--- config.mk ---
export PLATFORM = sky130hd
export DESIGN_NAME = alu_exec_unit
export DESIGN_NICKNAME = d
export VERILOG_FILES = /design/src/rtl/alu_ops_pkg.sv /design/src/rtl/alu_logic_core.sv /design/src/rtl/alu_exec_unit.sv
export SDC_FILE = /design/constraint.sdc
export NUM_CORES = 1
export LEC_CHECK = 0
export BUFFER_PORTS_ARGS = -buffer_cell sky130_fd_sc_hd__buf_2
export CORE_AREA = 4 4 141 109
export DETAILED_ROUTE_END_ITERATION = 10
export DIE_AREA = 0 0 145 113
export PLACE_DENSITY = 0.84
export SETUP_SLACK_MARGIN = 0.05
export SLEW_MARGIN = 20
export SYNTH_ARGS = -nofsm -noshare
export SYNTH_HDL_FRONTEND = slang
export SYNTH_SLANG_ARGS = --single-unit
--- constraint.sdc ---
create_clock -name clk -period 5.25 [get_ports clk]
set_input_delay 0.525 -clock clk [delete_from_list [all_inputs] [get_ports clk]]
set_output_delay 0.525 -clock clk [all_outputs]
set_load 0.005 [all_outputs]
--- src/rtl/alu_ops_pkg.sv ---
// Shared ALU op codes, FSM state encoding and default width for the execute stage.
// Used by alu_exec_unit and alu_logic_core; optional overflow flag is enabled by ALU_OVERFLOW_EN.
package alu_ops_pkg;

   localparam int NBITS_DEFAULT = 32;

   localparam logic [3:0] OP_AND     = 4'd0;
   localparam logic [3:0] OP_OR      = 4'd1;
   localparam logic [3:0] OP_NOR     = 4'd2;
   localparam logic [3:0] OP_ADD     = 4'd3;
   localparam logic [3:0] OP_SUB     = 4'd4;
   localparam logic [3:0] OP_LUI     = 4'd5;
   localparam logic [3:0] OP_SLL     = 4'd6;
   localparam logic [3:0] OP_SRL     = 4'd7;
   localparam logic [3:0] OP_ILLEGAL = 4'd9;

   typedef enum logic [1:0] {
      IDLE  = 2'd0,
      SHIFT = 2'd1,
      DONE  = 2'd2
   } state_e;

   function automatic logic is_shift(input logic [3:0] op);
      return (op == OP_SLL) || (op == OP_SRL);
   endfunction

   function automatic logic is_illegal(input logic [3:0] op);
      return op > OP_SRL;
   endfunction

endpackage

--- src/rtl/alu_logic_core.sv ---
// Single-cycle combinational ALU ops (AND/OR/NOR/ADD/SUB/LUI); yields 0 for any other code.
// Signed overflow detection is built only when ALU_OVERFLOW_EN is defined.
module alu_logic_core
   import alu_ops_pkg::*;
#(
   parameter int NBITS = NBITS_DEFAULT
) (
   input  logic [3:0]       op_i,
   input  logic [NBITS-1:0] a_i,
   input  logic [NBITS-1:0] b_i,
   output logic [NBITS-1:0] result_o,
   output logic             overflow_o
);

   logic [NBITS-1:0] sum;
   logic [NBITS-1:0] diff;

   assign sum  = a_i + b_i;
   assign diff = a_i - b_i;

   always_comb begin
      result_o = '0;
      case (op_i)
         OP_AND:  result_o = a_i & b_i;
         OP_OR:   result_o = a_i | b_i;
         OP_NOR:  result_o = ~(a_i | b_i);
         OP_ADD:  result_o = sum;
         OP_SUB:  result_o = diff;
         OP_LUI:  result_o = {b_i[15:0], {(NBITS-16){1'b0}}};
         default: result_o = '0;
      endcase
   end

`ifdef ALU_OVERFLOW_EN
   always_comb begin
      overflow_o = 1'b0;
      case (op_i)
         OP_ADD:  overflow_o = (a_i[NBITS-1] == b_i[NBITS-1]) && (sum[NBITS-1] != a_i[NBITS-1]);
         OP_SUB:  overflow_o = (a_i[NBITS-1] != b_i[NBITS-1]) && (diff[NBITS-1] != a_i[NBITS-1]);
         default: overflow_o = 1'b0;
      endcase
   end
`else
   assign overflow_o = 1'b0;
`endif

endmodule

--- src/rtl/alu_exec_unit.sv ---
// Execute-stage ALU: single-cycle logic/arith ops plus a 1-bit-per-cycle serial shifter,
// with valid/ready on both sides. Overflow flag is live only when ALU_OVERFLOW_EN is defined.
module alu_exec_unit
   import alu_ops_pkg::*;
#(
   parameter int NBITS   = NBITS_DEFAULT,
   parameter int SHAMT_W = 5
) (
   input  logic               clk,
   input  logic               reset,
   input  logic               in_valid,
   output logic               in_ready,
   input  logic [3:0]         alu_operation,
   input  logic [NBITS-1:0]   a_data,
   input  logic [NBITS-1:0]   b_data,
   input  logic [SHAMT_W-1:0] shamt,
   output logic               out_valid,
   input  logic               out_ready,
   output logic [NBITS-1:0]   result,
   output logic               zero,
   output logic               illegal_op,
   output logic               overflow
);

   state_e             state_q, state_d;
   logic [NBITS-1:0]   work_q, work_d;
   logic [SHAMT_W-1:0] cnt_q, cnt_d;
   logic               dir_right_q, dir_right_d;
   logic [NBITS-1:0]   result_q, result_d;
   logic               zero_q, zero_d;
   logic               illegal_q, illegal_d;
   logic               overflow_q, overflow_d;

   logic [NBITS-1:0]   core_result;
   logic               core_overflow;
   logic [NBITS-1:0]   work_shifted;
   logic [NBITS-1:0]   single_result;
   logic               accept;

   alu_logic_core #(
      .NBITS (NBITS)
   ) u_core (
      .op_i       (alu_operation),
      .a_i        (a_data),
      .b_i        (b_data),
      .result_o   (core_result),
      .overflow_o (core_overflow)
   );

   assign in_ready  = (state_q == IDLE) && !reset;
   assign out_valid = (state_q == DONE);
   assign accept    = in_valid && in_ready;

   assign work_shifted  = dir_right_q ? (work_q >> 1) : (work_q << 1);
   // A zero-length shift bypasses the serial path and completes like any single-cycle op.
   assign single_result = is_shift(alu_operation) ? b_data : core_result;

   always_comb begin
      state_d     = state_q;
      work_d      = work_q;
      cnt_d       = cnt_q;
      dir_right_d = dir_right_q;
      result_d    = result_q;
      zero_d      = zero_q;
      illegal_d   = illegal_q;
      overflow_d  = overflow_q;

      case (state_q)
         IDLE: begin
            if (accept) begin
               if (is_shift(alu_operation) && (shamt != '0)) begin
                  work_d      = b_data;
                  cnt_d       = shamt;
                  dir_right_d = (alu_operation == OP_SRL);
                  state_d     = SHIFT;
               end else begin
                  result_d   = single_result;
                  zero_d     = (single_result == '0);
                  illegal_d  = is_illegal(alu_operation);
                  overflow_d = core_overflow;
                  state_d    = DONE;
               end
            end
         end
         SHIFT: begin
            work_d = work_shifted;
            cnt_d  = cnt_q - 1'b1;
            if (cnt_q == SHAMT_W'(1)) begin
               result_d   = work_shifted;
               zero_d     = (work_shifted == '0);
               illegal_d  = 1'b0;
               overflow_d = 1'b0;
               state_d    = DONE;
            end
         end
         DONE: begin
            if (out_ready) begin
               state_d = IDLE;
            end
         end
         default: state_d = IDLE;
      endcase
   end

   always_ff @(posedge clk) begin
      if (reset) begin
         state_q     <= IDLE;
         work_q      <= '0;
         cnt_q       <= '0;
         dir_right_q <= 1'b0;
         result_q    <= '0;
         zero_q      <= 1'b0;
         illegal_q   <= 1'b0;
         overflow_q  <= 1'b0;
      end else begin
         state_q     <= state_d;
         work_q      <= work_d;
         cnt_q       <= cnt_d;
         dir_right_q <= dir_right_d;
         result_q    <= result_d;
         zero_q      <= zero_d;
         illegal_q   <= illegal_d;
         overflow_q  <= overflow_d;
      end
   end

   assign result     = result_q;
   assign zero       = zero_q;
   assign illegal_op = illegal_q;
   assign overflow   = overflow_q;

endmodule

==> results by group <==
Run status
  – Status: complete, no violations

Synth
  – Yosys cell types: 80
  – Main synth FF type: dfxtp_1
  – Synthesized cell area: 0.007624 mm^2
  – Largest cells by area after synthesis: dfxtp_1, nand2_1, a21oi_1, ha_1, a211oi_1
  – Yosys top cell by area: dfxtp_1
  – Number of synthesized flops with an enable pin: 0
  – Mapped Cells: 1071
  – FFs w/ async S/R, synth: 0%
  – Post-synthesis sequential area ratio: 19.43%
  – Syn nets: 1185
  – Post-synth top area share: 19.43%
  – Yosys Warn Count: 0
  – Syn avg cell area: 7.118 um^2
  – Synthesized flop and latch total: 74

Placement
  – IO Port Bufs: 112
  – Routability cong.: 1.072
  – Hpwl dp: 20.52 mm
  – Pre-CTS setup slack: 0.4578 ns

Timing
  – Pins Over Slew Limit: 0
  – Setup Viol. Count Final: 0
  – FMAX: 218.1 MHz
  – Tcrit/Tclk final: 87.35%
  – Rel. slew slack: 42.39%
  – Setup_tns: 0 ns
  – Tightest Pin Transition: 0.8605 ns
  – RSZ-0062 raised after global routing: no
  – Setup ws final: 0.6639 ns
  – Min cycle time layout: 4.586 ns
  – Final Skew: 0.004991 ns
  – Fin. Hold Viols: 0
  – Hold Worst Slack: 0.4472 ns

Global route
  – Global Route Usage Sum: 31.73%
  – Vias in the first global route: 7885
  – GR Util met3: 7.726%
  – Global-route wire length before repair: 42.41 mm
  – Largest net degree at the start of global routing: 75
  – Met2 layer usage reported by global route: 48.09%
  – Top Usage Layer GRT: met2
  – Initial antenna violation count: 0
  – Met1 Resource Use GR: 45.41%
  – Final global-route overflow total: 0

Clocking
  – Worst-path clk slew: 0.06 ns
  – Post-cts gate resize count: 0
  – Clock Path Buffers: 2
  – TritonCTS Buffers: 9
  – # clock sinks: 74
  – H-tree levels: 3
  – CTS tree: built
  – Post-CTS Setup Bufs: 0
  – Hold_buf cts: 0
  – Root buffer cell: clkbuf_16
  – Worst skew pair latency: 0.34 ns

Floorplan
  – Die ar.: 0.01639 mm^2
  – I/O pin count: 114
  – Die width: 145 um
  – Initial Utilization: 53.99%
  – Rows: 38
  – Core Area: 0.01412 mm^2
  – Die Y: 113 um

Power
  – Flop pwr share: 31.0%
  – Clock power share: 34.4%
  – Switch share: 35.21%
  – Cell Int Power: 1255 uW
  – Logic pwr share: 34.6%
  – Maximum vdd drop: 0.1865 mV
  – NetSw: 682.1 uW
  – Power per cell area: 226.2 mW/mm^2
  – P_leak: 0.003380 uW

Job
  – Max_cap viols: 0

Worst setup path
  – Setup crit start kind: primary input
  – Worst Path Class, Setup: in2reg
  – R2R Setup Slk: 2.12 ns
  – CP Max Fanout: 8
  – WP data arrival: 4.82 ns
  – CP endpoint kind: register
  – Critical Path RT: 5.48 ns

Final layout
  – # nets final: 1240
  – Final core occ: 60.67%
  – N_diodes: 0
  – Share of layout cells above drive strength 1: 15.38%
  – Area grow syn2layout: 12.37%

Drt
  – Initial DRC count: 1356
  – Antenna Nets Post-Route: 0
  – Drt drc: 0
  – Pre-antenna DRT Iters: 6
  – WL final: 27.38 mm
  – WL per Instance: 20.89 um
  – Post-DR vias/cell: 6.767
  – Routed vias: 8871

Min path
  – Hold Path Class: reg2reg
-- kinds of logic after synthesis --
family / Yosys count / share of synthesized area, %
and+or+nand+nor: 397 / 26.24
AOI/OAI and AO/OA: 372 / 32.74
buffers and inverters: 113 / 6.007
DFF: 74 / 19.43
xor gates and xnor gates: 53 / 6.188
muxes: 11 / 1.444
other: 1 / 0.04919
adders and majority gates: 50 / 7.894
-- routing by layer --
| metal | vias up | share of wire (%) |
|---|---|---|
| li1 | 4112 | - |
| met1 | 4083 | 41 |
| met2 | 599 | 42 |
| met3 | 77 | 14 |
| met4 | 0 | 2.9 |
| met5 | - | 0 |
-- Yosys cell counts, drive strengths merged, types with 10 or more instances --
master  count
maj3       13
nor4       15
a22oi      10
o21ai      55
nor2b      25
xor2       21
nor2       76
nand2     140
o21a       10
nand2b     14
buf        20
a21oi     105
a31oi      17
clkbuf     74
nor3       41
nand3      26
a211oi     44
mux2i      11
a21o       26
dfxtp      74
o211ai     12
a311oi     22
ha         36
nand4      13
inv        19
xnor2      32
-- layout by cell type, fill, tap and decap left out, drive strengths merged, types with 9 or more instances in the layout --
cell,count
a311oi,22
a211oi,44
dfxtp,74
ha,36
nor2b,25
a21oi,105
nand2b,14
nor2,76
o21ai,55
a22oi,10
o211ai,12
a31oi,17
xor2,21
o21a,10
clkbuf,9
nor4,15
nor3,41
a21o,26
inv,21
nand2,140
maj3,13
nand4,13
buf,138
mux2i,11
nand3,26
xnor2,32
-- critical path, cell delays in order --
cell and delay, ns:
buf_2 0.18, or4_4 0.57, nor4_4 0.21, nand2b_1 0.11, nor3_1 0.45, nand2_1 0.21, o31ai_1 0.28, xor2_1 0.18
ha_1 0.32, a21o_1 0.21, a31o_2 0.21, a21oi_1 0.20, nand4b_1 0.11, a21oi_1 0.21, xnor2_1 0.15, a21oi_1 0.10
and4_1 0.21, and4_1 0.19, a31o_1 0.20
-- worst paths after layout --
kind | start | end | cells past startpoint
worst max-delay path | b_data[12] | zero$_SDFFE_PP0P_ | 19
worst min-delay path | result[15]$_SDFFE_PP0P_ | result[15]$_SDFFE_PP0P_ | 2
worst max register to register | state_q[0]$_SDFFE_PP0P_ | zero$_SDFFE_PP0P_ | 12
worst min register to register | result[15]$_SDFFE_PP0P_ | result[15]$_SDFFE_PP0P_ | 2
-- final cells by class --
cell class                      count  area (um^2)
Multi-Input combinational cell    884         5705
Fill cell                        1286         5554
Sequential cell                    74         1483
Timing Repair Buffer              138        755.7
Clock buffer                        9        225.2
Tap cell                          180        225.2
Clock inverter                      7        101.3
Inverter                           19        71.32
-- metrics by stage --
stage / std cells / cell area [um^2] / power, uW
finish: 1311 / 8567 / 1938
global route: 1311 / 8567 / 2021
CTS: 1311 / 8561 / 1922
detailed placement: 1295 / 8234 / 1257
global placement: 1295 / 8234 / 1250
floorplan: 1071 / 7624 / 1054
-- state kept, by name, summed over array words and instances (netlist names) --
| signal | cells |
|---|---|
| zero | 1 |
| result | 32 |
| state_q | 2 |
| cnt_q | 5 |
| work_q | 32 |
| dir_right_q | 1 |
| illegal_op | 1 |
-- power groups by stage --
stage                     clock network, uW  registers, uW  logic (uW)
after floorplan                           0            607         447
after global placement                    0            611         639
after detailed placement                  0            612         645
after CTS                               673            599         650
after global routing                    698            603         720
final                                   667            600         670
Note: power is estimated with default switching activity, not from simulation.
